===== src/rtl/mini_calc_pkg.sv =====
// Shared definitions for the sequential mini calculator: opcodes and FSM states.
package mini_calc_pkg;

    localparam logic [3:0] OP_NOP     = 4'b1111;
    localparam logic [3:0] OP_ADD_SUB = 4'b0111;
    localparam logic [3:0] OP_MIN_MAX = 4'b1011;
    localparam logic [3:0] OP_MUL     = 4'b1101;
    localparam logic [3:0] OP_DIV     = 4'b1110;

    typedef enum logic [1:0] {
        ST_IDLE = 2'b00,
        ST_MUL  = 2'b01,
        ST_DIV  = 2'b10,
        ST_DONE = 2'b11
    } state_t;

endpackage


===== src/rtl/mini_calc_iter.sv =====
// One iteration of the shared multiply/divide datapath on a 2*WIDTH accumulator.
// Multiply: accumulator starts as {0, multiplier}; the low bit selects an add of
// the multiplicand into the upper half, then everything shifts right.
// Divide: accumulator starts as {0, dividend}; shift left, try subtracting the
// divisor from the upper half, keep the difference if it fits and shift in a 1.
module mini_calc_iter #(
    parameter int WIDTH = 8
) (
    input  logic                 i_div,
    input  logic [2*WIDTH-1:0]   i_acc,
    input  logic [WIDTH-1:0]     i_opnd,
    output logic [2*WIDTH-1:0]   o_acc
);

    logic [WIDTH:0]   w_sum;
    logic [WIDTH:0]   w_rem;
    logic             w_ge;
    logic [WIDTH-1:0] w_diff;

    // The partial remainder after the left shift needs one extra bit before the compare.
    assign w_sum  = {1'b0, i_acc[2*WIDTH-1:WIDTH]} + {1'b0, i_opnd};
    assign w_rem  = i_acc[2*WIDTH-1:WIDTH-1];
    assign w_ge   = (w_rem >= {1'b0, i_opnd});
    assign w_diff = w_rem[WIDTH-1:0] - i_opnd;

    // Select the next accumulator value for the active operation.
    always_comb begin
        o_acc = '0;
        if (i_div) begin
            if (w_ge) begin
                o_acc = {w_diff, i_acc[WIDTH-2:0], 1'b1};
            end else begin
                o_acc = {w_rem[WIDTH-1:0], i_acc[WIDTH-2:0], 1'b0};
            end
        end else begin
            if (i_acc[0]) begin
                o_acc = {w_sum, i_acc[WIDTH-1:1]};
            end else begin
                o_acc = {1'b0, i_acc[2*WIDTH-1:1]};
            end
        end
    end

endmodule


===== src/rtl/mini_calc_seq.sv =====
// Handshaked calculator: single-cycle add/sub, min/max, NOP and divide-by-zero;
// WIDTH-step iterative multiply and divide. All results are registered.
module mini_calc_seq
    import mini_calc_pkg::*;
#(
    parameter int WIDTH       = 8,
    parameter int INSTR_WIDTH = 4
) (
    input  logic                   Clk,
    input  logic                   nReset,
    input  logic                   InValid,
    output logic                   InReady,
    input  logic [INSTR_WIDTH-1:0] Instruction,
    input  logic [WIDTH-1:0]       InputA,
    input  logic [WIDTH-1:0]       InputB,
    output logic                   OutValid,
    input  logic                   OutReady,
    output logic [WIDTH-1:0]       OutputA,
    output logic [WIDTH-1:0]       OutputB,
    output logic                   Carry,
    output logic                   Borrow,
    output logic                   DivZero
);

    localparam int CW = $clog2(WIDTH);

    state_t             r_state;
    logic [CW-1:0]      r_cnt;
    logic [2*WIDTH-1:0] r_acc;
    logic [WIDTH-1:0]   r_opnd;
    logic [WIDTH-1:0]   r_out_a;
    logic [WIDTH-1:0]   r_out_b;
    logic               r_carry;
    logic               r_borrow;
    logic               r_divzero;

    logic               w_accept;
    logic [WIDTH:0]     w_sum;
    logic [2*WIDTH-1:0] w_acc_next;
    state_t             w_load_state;
    logic [2*WIDTH-1:0] w_acc_init;
    logic [WIDTH-1:0]   w_opnd_init;
    logic [WIDTH-1:0]   w_res_a;
    logic [WIDTH-1:0]   w_res_b;
    logic               w_res_c;
    logic               w_res_br;
    logic               w_res_dz;

    // OutReady -> InReady is the only combinational path through the block.
    assign InReady  = (r_state == ST_IDLE) || ((r_state == ST_DONE) && OutReady);
    assign w_accept = InValid && InReady;
    assign OutValid = (r_state == ST_DONE);
    assign OutputA  = r_out_a;
    assign OutputB  = r_out_b;
    assign Carry    = r_carry;
    assign Borrow   = r_borrow;
    assign DivZero  = r_divzero;

    assign w_sum = {1'b0, InputA} + {1'b0, InputB};

    mini_calc_iter #(.WIDTH(WIDTH)) u_iter (
        .i_div  (r_state == ST_DIV),
        .i_acc  (r_acc),
        .i_opnd (r_opnd),
        .o_acc  (w_acc_next)
    );

    // Decode the incoming request: immediate result, or iteration seed and target state.
    always_comb begin
        w_res_a      = '0;
        w_res_b      = '0;
        w_res_c      = 1'b0;
        w_res_br     = 1'b0;
        w_res_dz     = 1'b0;
        w_load_state = ST_DONE;
        w_acc_init   = {{WIDTH{1'b0}}, InputB};
        w_opnd_init  = InputA;
        case (Instruction)
            INSTR_WIDTH'(OP_ADD_SUB): begin
                w_res_a  = w_sum[WIDTH-1:0];
                w_res_b  = InputA - InputB;
                w_res_c  = w_sum[WIDTH];
                w_res_br = (InputA < InputB);
            end
            INSTR_WIDTH'(OP_MIN_MAX): begin
                if (InputA >= InputB) begin
                    w_res_a = InputA;
                    w_res_b = InputB;
                end else begin
                    w_res_a = InputB;
                    w_res_b = InputA;
                end
            end
            INSTR_WIDTH'(OP_MUL): begin
                w_load_state = ST_MUL;
            end
            INSTR_WIDTH'(OP_DIV): begin
                if (InputB == '0) begin
                    w_res_a  = '1;
                    w_res_b  = InputA;
                    w_res_dz = 1'b1;
                end else begin
                    w_load_state = ST_DIV;
                    w_acc_init   = {{WIDTH{1'b0}}, InputA};
                    w_opnd_init  = InputB;
                end
            end
            default: begin
                w_res_a = '0;
                w_res_b = '0;
            end
        endcase
    end

    // FSM, iteration counter, accumulator and registered result outputs.
    always_ff @(posedge Clk or negedge nReset) begin
        if (!nReset) begin
            r_state   <= ST_IDLE;
            r_cnt     <= '0;
            r_acc     <= '0;
            r_opnd    <= '0;
            r_out_a   <= '0;
            r_out_b   <= '0;
            r_carry   <= 1'b0;
            r_borrow  <= 1'b0;
            r_divzero <= 1'b0;
        end else if (w_accept) begin
            // Accept happens only in IDLE or in DONE while the consumer takes the result.
            r_state <= w_load_state;
            if (w_load_state == ST_DONE) begin
                r_out_a   <= w_res_a;
                r_out_b   <= w_res_b;
                r_carry   <= w_res_c;
                r_borrow  <= w_res_br;
                r_divzero <= w_res_dz;
            end else begin
                r_cnt  <= CW'(WIDTH - 1);
                r_acc  <= w_acc_init;
                r_opnd <= w_opnd_init;
            end
        end else begin
            case (r_state)
                ST_MUL, ST_DIV: begin
                    r_acc <= w_acc_next;
                    if (r_cnt == '0) begin
                        r_state   <= ST_DONE;
                        r_out_a   <= w_acc_next[WIDTH-1:0];
                        r_out_b   <= w_acc_next[2*WIDTH-1:WIDTH];
                        r_carry   <= 1'b0;
                        r_borrow  <= 1'b0;
                        r_divzero <= 1'b0;
                    end else begin
                        r_cnt <= r_cnt - CW'(1);
                    end
                end
                ST_DONE: begin
                    if (OutReady) begin
                        r_state <= ST_IDLE;
                    end else begin
                        r_state <= ST_DONE;
                    end
                end
                ST_IDLE: begin
                    r_state <= ST_IDLE;
                end
                default: begin
                    r_state <= ST_IDLE;
                end
            endcase
        end
    end

endmodule

===== config.mk =====
export PLATFORM = sky130hd
export DESIGN_NAME = mini_calc_seq
export DESIGN_NICKNAME = d
export VERILOG_FILES = /design/src/rtl/mini_calc_pkg.sv /design/src/rtl/mini_calc_iter.sv /design/src/rtl/mini_calc_seq.sv
export SDC_FILE = /design/constraint.sdc
export NUM_CORES = 1
export LEC_CHECK = 0
export ABC_AREA = 1
export ABC_CLOCK_PERIOD_IN_PS = 2790
export CORE_UTILIZATION = 30
export CTS_BUF_LIST = sky130_fd_sc_hd__clkbuf_8 sky130_fd_sc_hd__clkbuf_16
export DETAILED_ROUTE_END_ITERATION = 10
export PLACE_DENSITY = 0.49
export SLEW_MARGIN = 20
export SYNTH_ARGS = -nofsm -noshare
export SYNTH_HDL_FRONTEND = slang
export SYNTH_HIERARCHICAL = 1
export SYNTH_SLANG_ARGS = --single-unit

===== constraint.sdc =====
create_clock -name Clk -period 2.79 [get_ports Clk]
set_clock_uncertainty 0.15 [all_clocks]
set_input_delay 0.6975 -clock Clk [delete_from_list [all_inputs] [get_ports Clk]]
set_output_delay 0.6975 -clock Clk [all_outputs]
set_load 0.02 [all_outputs]

==> metrics.yaml <==
status: "finished clean"
largest_net_degree_at_the_start_of_global_routing: 36
cap_viol_max_count: 0
postPlaceCellArea_um2: 6280
power.density_nw_per_um2: 972
floorplan.io_pins: 45
cp_max_fo: 4
period_needed_ns: 2.60
fp.dieW_um: 132
detail_route.wl_per_cell_um: 13.3
drt.antenna.violating_nets: 0
endpoint_kind: "register"
clock_latency_ns: 0.29
gate_count_after_technology_mapping: 817
grt_remaining_overflow: 0
fillerInstances: 1848
mappedNetlistNets: 882
grt.total_usage: 0.184
post_route_cells_drive_above_1_share: 0.130
viasPerCell: 4.66
antenna_found_initial: 0
max_freq_mhz: 384
max-vdd-ir-drop_mv: 0.392
tritoncts: "built"
detail_route.wirelength_um: 15200
synth_xor_area_frac: 0.00862
layout.core_utilization: 0.393
place_congestion: 0.836
max-clock-path-buffers: 2
yosys.area.top_type_share: 0.236
criticalPathCategory: "in2reg"
clock_sinks: 48
hold_path.class: "in2async"
root_buffer: "clkbuf_16"
n_antenna_cell: 0
power.total_mw: 6.34
global_route_wire_length_before_repair_um: 25900
max_slew.worst_pin.slew_ns: 0.531
synth_simple_gate_area_frac: 0.382
synth-warning-count: 6
synth-async-reset-ratio: 1.00
syn2layout_area_growth_pct: 28.3
drt_pass1_iterations: 7
leakage_nw: 3.52
floorplan.initialDensity: 0.306
synth_flop_cell: "dfrtp_1"
final_max_tran_viols: 0
rsz0062_at_grt: "false"
min_period_over_period: 0.933
synth_area_per_cell_um2: 6.22
detailedPlacementHpwl_um: 12500
nNetsFinal: 987
timing.critical_path.required_ns: 2.82
die_h_um: 132
hold_viol_final: 0
clkSlewWorstSetupHoldPaths_ns: 0.07
placeableCoreArea_um2: 16600
synth_top_cell_by_area: "dfrtp_1"
synth-compound-area-share: 0.128
synth_cell_type_count: 42
cts-buffers-inserted: 5
dominant_combinational_cell_family_by_area_after_synthesis: "simple AND/OR/NAND/NOR gates"
drt_iter0_markers: 299
worst_setup_slack_for_register_to_register_paths_ns: 0.35
setup_viol: 0
final_design_area_no_fill_um2: 6520
postSynthRegisterBits: 48
worst_path_arrival_time_ns: 2.63
num_rows: 47
maxSlewHeadroom: 0.646
drc: 0
number_of_global_route_vias_before_repair: 5206
arithmetic_cell_share_of_the_synthesized_area_counting_full_adders_half_adders_and_majority_gates: 0.107
post_synth_instance_area_um2: 5080
fp.dieArea_um2: 17500
detailroute.via_count: 5325
cts.htree.levels: 2
synth.top_cells.by_area: "dfrtp_1 24%, nand2_1 16%, inv_1 11%"
portBuffers: 44
count_of_flip_flops_with_a_built_in_enable_after_synthesis: 0
synth_seq_area_share: 0.236
hold_ws_ns: 0.0967
muxShareOfSynthArea: 0
start_kind: "input pin"
==> per-stage QoR <==
step / instances / TNS (ns) / worst slack [ns]
6_report: 1143 / 0 / 0.187
3_5_place_dp: 1133 / -4.62 / -0.323
3_3_place_gp: 1133 / -3.87 / -0.265
5_1_grt: 1143 / 0 / 0.0143
4_1_cts: 1143 / 0 / 0.0118
2_1_floorplan: 817 / 0 / 0.176
==> Yosys cell counts, types with 2 or more instances <==
library cell / count
nand3_1: 99
a21oi_1: 32
o21ai_2: 2
nand3_2: 3
clkbuf_1: 12
xor2_1: 2
xnor2_1: 3
a21boi_0: 5
o22ai_1: 8
nor2_1: 67
nand2_2: 6
buf_2: 11
fa_1: 4
o21a_1: 9
a22oi_1: 9
o21ai_0: 36
or2_2: 3
nor3_1: 2
nand4_1: 27
buf_6: 2
nand2_1: 221
ha_1: 37
inv_1: 151
dfrtp_1: 48
==> path summary, 6_finish.rpt <==
kind / from / to / depth (start not counted)
max: InputB[1] / OutputA[5] / 13
min: nReset / r_cnt[2] / 1
max reg2reg: r_acc[11] / OutputB[2] / 14
min reg2reg: r_cnt[2] / r_cnt[2] / 2
max in group asynchronous: nReset / r_acc[13] / 2
min in group Clk: r_cnt[2] / r_cnt[2] / 2
==> power by group <==
part / leakage (nW) / total (mW) / internal, mW / switching [mW]
combinational: 2.88 / 4.39 / 1.76 / 2.63
clock: 0.0743 / 0.622 / 0.354 / 0.268
sequential: 0.570 / 1.32 / 1.03 / 0.296
==> cell usage in the layout (no fill, tap or decap), drive strengths merged <==
cell type      count
nand2            228
inv              152
nand3            103
buf               82
nor2              68
dfrtp             48
clkdlybuf4s50     41
o21ai             40
ha                37
a21oi             34
nand4             29
o21a               9
a22oi              9
o22ai              8
clkbuf             6
a21boi             5
fa                 4
or2                3
xnor2              3
nor3               3
dlymetal6s2s       2
xor2               2
clkinv             1
o311ai             1
a31oi              1
o21bai             1
and2               1
nand3b             1
clkinvlp           1
==> cells by family (layout without fill, tap and decap cells) <==
| kind of cell | count (synthesis) | in the layout |
|---|---|---|
| AOI/OAI and AO/OA | 108 | 108 |
| xor gates and xnor gates | 5 | 5 |
| adders and majority gates | 41 | 41 |
| buffers and inverters | 179 | 285 |
| DFF | 48 | 48 |
| and+or+nand+nor | 436 | 436 |
==> timing repair <==
item,in CTS,in global routing
setup buffers,2,0
setup endpoints to repair,1,17
hold endpoints to repair,0,0
hold buffers,0,0
resized for setup,2,18
pin swaps,1,4
==> metal layers <==
metal  up-vias  track usage  wire length (um)  part of all wire
met5         -            0                 0                 0
met2        77        0.326              7430              0.49
met1      2407        0.237              7150              0.47
met4         0       0.0543               278             0.018
met3        17       0.0154               374             0.025
li1       2824            -                 -                 -
==> sequential cells by signal (all words and copies together) (netlist names) <==
register,count
r_state,2
Carry,1
Borrow,1
r_cnt,3
OutputB,8
DivZero,1
OutputA,8
r_opnd,8
r_acc,16
==> worst max-delay path, cell delays in order <==
cell             delay [ns]
clkdlybuf4s50_1        0.57
inv_1                  0.09
ha_1                   0.29
buf_4                  0.14
nor2_1                 0.13
buf_4                  0.12
nand3_1                0.11
nand3_1                0.12
nand2_1                0.05
nand3_1                0.08
nand3_1                0.08
nand2_1                0.07
a21oi_1                0.06
==> layout make-up <==
class                   count  area (um^2)  area share
multi-input cells         590         3240       0.497
inverters                 152          571      0.0875
flip-flops and latches     48         1200       0.184
well taps                 220          275      0.0422
clock inverters             2         11.3     0.00173
repair buffers            125         1080       0.166
clock buffers               6          139      0.0213
No activity file was read; power rests on OpenSTA's default activity.
